File: src/rtl/sum_frame_pkg.sv
// rtl/sum_frame_pkg.sv - shared state encoding, byte-count helper and default sync byte for sum_frame_tx
package sum_frame_pkg;

    typedef enum logic [2:0] {
        IDLE,
        LOAD,
        SEND,
        WAIT_ACK,
        WAIT_DONE,
        DONE
    } state_e;

    localparam logic [7:0] SYNC_BYTE_DEFAULT = 8'hA5;

    function automatic int nbytes(input int width);
        return (width + 7) / 8;
    endfunction

endpackage

File: src/rtl/operand_latch_n.sv
// rtl/operand_latch_n.sv - two operand registers with active-low save strobes and a registered adder
module operand_latch_n #(
    parameter int DATA_W = 4
) (
    input  logic              clk,
    input  logic              reset,
    input  logic              save_a_n,
    input  logic              save_b_n,
    input  logic [DATA_W-1:0] data_input,
    output logic [DATA_W:0]   sum_next,
    output logic [DATA_W:0]   sum_q
);

    logic [DATA_W-1:0] a_q, a_d;
    logic [DATA_W-1:0] b_q, b_d;
    logic [DATA_W:0]   sum_d;

    // sum_next already reflects last cycle's captures; the frame snapshot uses it
    always_comb begin
        a_d      = save_a_n ? a_q : data_input;
        b_d      = save_b_n ? b_q : data_input;
        sum_next = {1'b0, a_q} + {1'b0, b_q};
        sum_d    = sum_next;
    end

    always_ff @(posedge clk) begin
        if (reset) begin
            a_q   <= '0;
            b_q   <= '0;
            sum_q <= '0;
        end else begin
            a_q   <= a_d;
            b_q   <= b_d;
            sum_q <= sum_d;
        end
    end

endmodule

File: src/rtl/sum_frame_tx.sv
// rtl/sum_frame_tx.sv - operand capture and framed sum transmit to uart_tx; SUMFRAME_CHECKSUM_EN adds an XOR trailer
module sum_frame_tx
    import sum_frame_pkg::*;
#(
    parameter int         DATA_W    = 4,
    parameter logic [7:0] SYNC_BYTE = SYNC_BYTE_DEFAULT,
    parameter int         AUTO_SEND = 0
) (
    input  logic              clk,
    input  logic              reset,
    input  logic              save_a_n,
    input  logic              save_b_n,
    input  logic [DATA_W-1:0] data_input,
    input  logic              send_req,
    input  logic              uart_tx_busy,
    output logic              uart_tx_en,
    output logic [7:0]        uart_tx_data,
    output logic [DATA_W:0]   sum_out,
    output logic              frame_busy,
    output logic              frame_done
);

    localparam int SUM_W  = DATA_W + 1;
    localparam int NBYTES = nbytes(SUM_W);
    localparam int PAD_W  = NBYTES * 8;
`ifdef SUMFRAME_CHECKSUM_EN
    localparam int TOTAL  = NBYTES + 2;
`else
    localparam int TOTAL  = NBYTES + 1;
`endif
    localparam logic [2:0] LAST_IDX = 3'(TOTAL - 1);

    state_e           state_q, state_d;
    logic [2:0]       idx_q, idx_d;
    logic [7:0]       data_q, data_d;
    logic             en_q, en_d;
    logic [SUM_W-1:0] snap_q, snap_d;
    logic [SUM_W-1:0] sum_next;
    logic [PAD_W-1:0] snap_pad;
    logic [7:0]       frame_bytes [8];
    logic [2:0]       idx_nxt;

    operand_latch_n #(.DATA_W(DATA_W)) u_operands (
        .clk        (clk),
        .reset      (reset),
        .save_a_n   (save_a_n),
        .save_b_n   (save_b_n),
        .data_input (data_input),
        .sum_next   (sum_next),
        .sum_q      (sum_out)
    );

`ifdef SUMFRAME_CHECKSUM_EN
    logic [7:0] chk_byte;
`endif

    // Frame image built from the snapshot: sync, sum bytes LSB-first, optional trailer
    always_comb begin
        snap_pad = '0;
        snap_pad[SUM_W-1:0] = snap_q;
        for (int k = 0; k < 8; k++) frame_bytes[k] = 8'h00;
        frame_bytes[0] = SYNC_BYTE;
        for (int k = 0; k < NBYTES; k++) frame_bytes[3'(k + 1)] = snap_pad[k*8 +: 8];
`ifdef SUMFRAME_CHECKSUM_EN
        chk_byte = 8'h00;
        for (int k = 0; k < NBYTES; k++) chk_byte = chk_byte ^ snap_pad[k*8 +: 8];
        frame_bytes[3'(NBYTES + 1)] = chk_byte;
`endif
    end

    always_comb begin
        state_d = state_q;
        idx_d   = idx_q;
        data_d  = data_q;
        snap_d  = snap_q;
        en_d    = 1'b0;
        idx_nxt = idx_q + 3'd1;
        case (state_q)
            IDLE: begin
                if (send_req || ((AUTO_SEND != 0) && !save_b_n)) state_d = LOAD;
            end
            LOAD: begin
                snap_d  = sum_next;
                idx_d   = 3'd0;
                data_d  = SYNC_BYTE;
                state_d = SEND;
            end
            SEND: begin
                if (!uart_tx_busy) begin
                    en_d    = 1'b1;
                    state_d = WAIT_ACK;
                end
            end
            WAIT_ACK: begin
                if (uart_tx_busy) state_d = WAIT_DONE;
            end
            WAIT_DONE: begin
                if (!uart_tx_busy) begin
                    if (idx_q == LAST_IDX) begin
                        state_d = DONE;
                    end else begin
                        idx_d   = idx_nxt;
                        data_d  = frame_bytes[idx_nxt];
                        state_d = SEND;
                    end
                end
            end
            DONE:    state_d = IDLE;
            default: state_d = IDLE;
        endcase
    end

    always_ff @(posedge clk) begin
        if (reset) begin
            state_q <= IDLE;
            idx_q   <= '0;
            data_q  <= '0;
            en_q    <= 1'b0;
            snap_q  <= '0;
        end else begin
            state_q <= state_d;
            idx_q   <= idx_d;
            data_q  <= data_d;
            en_q    <= en_d;
            snap_q  <= snap_d;
        end
    end

    assign uart_tx_en   = en_q;
    assign uart_tx_data = data_q;
    assign frame_busy   = (state_q != IDLE);
    assign frame_done   = (state_q == DONE);

endmodule

File: config.mk
export PLATFORM = sky130hd
export DESIGN_NAME = sum_frame_tx
export DESIGN_NICKNAME = d
export VERILOG_FILES = /design/src/rtl/sum_frame_pkg.sv /design/src/rtl/operand_latch_n.sv /design/src/rtl/sum_frame_tx.sv
export SDC_FILE = /design/constraint.sdc
export NUM_CORES = 1
export LEC_CHECK = 0
export CAP_MARGIN = 20
export CORE_ASPECT_RATIO = 1.1
export CORE_UTILIZATION = 31
export CTS_CLUSTER_SIZE = 25
export DETAILED_ROUTE_END_ITERATION = 10
export PLACE_DENSITY = 0.63
export RECOVER_POWER = 50
export SLEW_MARGIN = 25
export SYNTH_ARGS = -nofsm -noshare
export SYNTH_HDL_FRONTEND = slang
export SYNTH_SLANG_ARGS = --single-unit
File: constraint.sdc
create_clock -name clk -period 1.62 [get_ports clk]
set_clock_uncertainty 0.2 [all_clocks]
set_input_delay 0.243 -clock clk [delete_from_list [all_inputs] [get_ports clk]]
set_output_delay 0.243 -clock clk [all_outputs]
set_load 0.02 [all_outputs]
==> results.sh <==
export IMPL_cts_buffers=5
export IMPL_detail_route_iter0_violations=76
export IMPL_area_after_detailed_placement_mm2=0.00193
export IMPL_grt_pass1_wl_um=5610
export IMPL_grt_start_max_net_pins=12
export IMPL_synth_seq_area_share=0.416
export IMPL_maximum_vdd_ir_drop_mv=0.615
export IMPL_worst_setup_path_type="reg -> reg"
export IMPL_die_area_mm2=0.00510
export IMPL_overflow=0
export IMPL_rsz_0062_raised_after_global_routing="true"
export IMPL_htree_levels=2
export IMPL_root_cell_of_the_clock_tree="sky130_fd_sc_hd__clkbuf_8"
export IMPL_crit_path_start_kind="flip-flop"
export IMPL_slowest_cell_on_the_critical_path="sky130_fd_sc_hd__or4b_4"
export IMPL_synth_warning_count=0
export IMPL_worst_setup_path_end_kind="flip-flop"
export IMPL_design_area_mm2=0.00218
export IMPL_critical_path_top_delay_family="simple AND/OR/NAND/NOR gates"
export IMPL_drt_wirelength_per_cell_um=13.0
export IMPL_cts_buffer_depth=2
export IMPL_post_synth_top_count_cell="sky130_fd_sc_hd__dfxtp_1"
export IMPL_tritoncts="built"
export IMPL_ys_flop_type="sky130_fd_sc_hd__dfxtp_1"
export IMPL_worstPathRequired_ps=1590
export IMPL_report_final_setup_viol=6
export IMPL_cp_slowest_stage_delay_ps=580
export IMPL_floorplan_initialDensity=0.321
export IMPL_synth_top_cell_area_share=0.416
export IMPL_cp_arrival_ps=1650
export IMPL_avgSynthCellArea_um2=9.45
export IMPL_grt_util_all_layers=0.148
export IMPL_timing_final_ws_setup_ps=-64.7
export IMPL_seq_power_share=0.429
export IMPL_power_density_mw_per_mm2=901
export IMPL_post_route_util=0.468
export IMPL_drt_pass1_iterations=4
export IMPL_final_weighted_congestion_in_routability_driven_placement=0.808
export IMPL_initial_antenna_violation_count=0
export IMPL_drt_drc_violations_left=0
export IMPL_drt_total_wl_um=3400
export IMPL_p_leak_nw=0.926
export IMPL_p_sw_mw=0.483
export IMPL_fp_row_count=26
export IMPL_synth_async_sr_flop_share=0
export IMPL_first_global_vias=1348
export IMPL_share_comb_of_total_power=0.172
export IMPL_sum_of_negative_setup_slack_ps=-146
export IMPL_final_max_slew_violation_count=0
export IMPL_worst_setup_hold_path_clk_slew_ps=70
export IMPL_synthesis_nets=176
export IMPL_cts_sink_count=31
export IMPL_final_min_period_over_clock_period=1.04
export IMPL_final_net_count=222
export IMPL_drive_gt1_frac=0.312
export IMPL_die_h_um=74.8
export IMPL_run_status="complete, but fails checks"
export IMPL_netlist_instances=158
export IMPL_synth_enable_flop_cells=0
export IMPL_clock_power_share=0.399
export IMPL_num_vias=1327
export IMPL_dieWidth_um=68.2
export IMPL_clk_insertion_delay_late_ps=280
export IMPL_maximum_clock_frequency_mhz=594
export IMPL_holdCritPathClass="reg -> reg"
export IMPL_p_int_mw=1.48
export IMPL_ys_top_cells_by_count="sky130_fd_sc_hd__dfxtp_1, sky130_fd_sc_hd__nor2_1, sky130_fd_sc_hd__mux2i_1, sky130_fd_sc_hd__a21oi_1, sky130_fd_sc_hd__nor2b_1"
export IMPL_synthesis_area_mm2=0.00149
export IMPL_hpwlAfterDp_um=2320
export IMPL_netlist_top_cells_area="sky130_fd_sc_hd__dfxtp_1, sky130_fd_sc_hd__mux2i_1, sky130_fd_sc_hd__ha_1, sky130_fd_sc_hd__a21oi_1, sky130_fd_sc_hd__nor2b_1"
export IMPL_distinct_cell_type_count_after_synthesis=42
export IMPL_n_antenna_cell=0
export IMPL_postRouteAntennaNets=0
export IMPL_netlist_top_cell_by_area="sky130_fd_sc_hd__dfxtp_1"
export IMPL_core_mm2=0.00465
export IMPL_failed_checks="setup timing"
export IMPL_r2r_slack_ps=-60
export IMPL_min_period_ps=1680
export IMPL_boundaryPins=26
export IMPL_port_buffers=24
export IMPL_drv_max_cap_violation_count=0
export IMPL_viasPerCell=5.08
export IMPL_timing_hold_violations_final=0
export IMPL_worst_path_max_fanout=7
export IMPL_power_switching_share=0.247
export IMPL_flow_area_growth_from_synthesis_pct=45.8
export IMPL_hold_slack_ps=253
export IMPL_ys_ff_latch=31
export IMPL_timing_critical_path_cells="or4b_4 -> buf_6 -> o211ai_1 -> a21oi_1"
export IMPL_crit_buf_inv=1
power by group through the flow:
stage               Clock, mW  Combinational [mW]  Sequential [mW]
floorplan                   0               0.165            0.867
global placement            0               0.313            0.854
detailed placement          0               0.314            0.855
CTS                     0.804               0.308            0.840
global route            0.831               0.372            0.847
finish                  0.783               0.337            0.840
worst register-to-register path: stages, from the launching register on:
cell and delay [ps]:
sky130_fd_sc_hd__dfxtp_4 370, sky130_fd_sc_hd__or4b_4 580, sky130_fd_sc_hd__buf_6 150, sky130_fd_sc_hd__o211ai_1 180, sky130_fd_sc_hd__a21oi_1 90
metrics by stage:
| stage | setup WS [ps] | power (mW) | std cells |
|---|---|---|---|
| global route | -103 | 2.05 | 261 |
| global placement | -323 | 1.17 | 250 |
| floorplan | 22.9 | 1.03 | 158 |
| detailed placement | -328 | 1.17 | 250 |
| finish | -64.7 | 1.96 | 261 |
| CTS | -67.9 | 1.95 | 259 |
repair_timing:
| action | in CTS | in global routing |
|---|---|---|
| pin swaps | 5 | 10 |
| resized for setup | 34 | 18 |
| setup buffers | 1 | 2 |
| endpoints found under the setup margin | 30 | 17 |
| hold endpoints to repair | 0 | 0 |
| hold buffers | 0 | 0 |
| cloned | 0 | 0 |
metal layers:
layer	share of wire	routed length (um)	global-route usage	vias to the layer above
met4	0.016	55	0.0741	0
li1	-	-	-	666
met5	0	0	0	-
met2	0.53	1810	0.273	26
met3	0.034	117	0.0364	6
met1	0.41	1410	0.152	629
path summary, 6_finish.rpt:
check                                              from                endpoint  cells after the start
worst max register to register  state_q[0]$_SDFFE_PP0P_   idx_q[1]$_SDFFE_PP0P_                      4
worst max-delay path            state_q[0]$_SDFFE_PP0P_   idx_q[1]$_SDFFE_PP0P_                      4
worst min register to register   snap_q[1]$_SDFFE_PP0N_  snap_q[1]$_SDFFE_PP0N_                      2
worst min-delay path             snap_q[1]$_SDFFE_PP0N_  snap_q[1]$_SDFFE_PP0N_                      2
flip-flops by register name, indices dropped and copies added, names as in the netlist:
register and flops:
uart_tx_en 1, snap_q 5, idx_q 3, u_operands.sum_q 5, u_operands.a_q 4, state_q 3
uart_tx_data 6, u_operands.b_q 4
kinds of logic after synthesis:
logic type | after synthesis | synth area share
simple gates | 56 | 0.225
compound gates | 34 | 0.154
flops | 31 | 0.416
buf+inv | 15 | 0.0444
mux | 11 | 0.0738
fa+ha+maj | 8 | 0.0721
xor+xnor | 2 | 0.0117
other cells | 1 | 0.00251
final cells by class:
class | instances | area, um2
Clock inverter | 2 | 35.0
Tap cell | 56 | 70.1
Clock buffer | 6 | 82.6
Fill cell | 458 | 2480
Multi-Input combinational cell | 112 | 908
Sequential cell | 31 | 632
Inverter | 2 | 7.51
Timing Repair Buffer | 52 | 440
layout by cell type (no fill, tap or decap), types with 3 or more instances in the layout:
cell and instances:
sky130_fd_sc_hd__ha_1 5, sky130_fd_sc_hd__mux2i_1 11, sky130_fd_sc_hd__buf_6 3, sky130_fd_sc_hd__dlygate4sd2_1 14
sky130_fd_sc_hd__nand4_1 4, sky130_fd_sc_hd__nor2_1 13, sky130_fd_sc_hd__a21oi_1 6, sky130_fd_sc_hd__dfxtp_2 3
sky130_fd_sc_hd__a21oi_2 4, sky130_fd_sc_hd__or3b_4 3, sky130_fd_sc_hd__nand2_1 6, sky130_fd_sc_hd__dfxtp_1 26
sky130_fd_sc_hd__o21ai_0 3, sky130_fd_sc_hd__or3_1 3, sky130_fd_sc_hd__nand2b_1 5, sky130_fd_sc_hd__clkbuf_8 6
sky130_fd_sc_hd__nor2b_1 7, sky130_fd_sc_hd__clkdlybuf4s50_1 8, sky130_fd_sc_hd__o211ai_1 4, sky130_fd_sc_hd__a211oi_1 5
sky130_fd_sc_hd__buf_4 22
(Power assumes the default switching activity.)
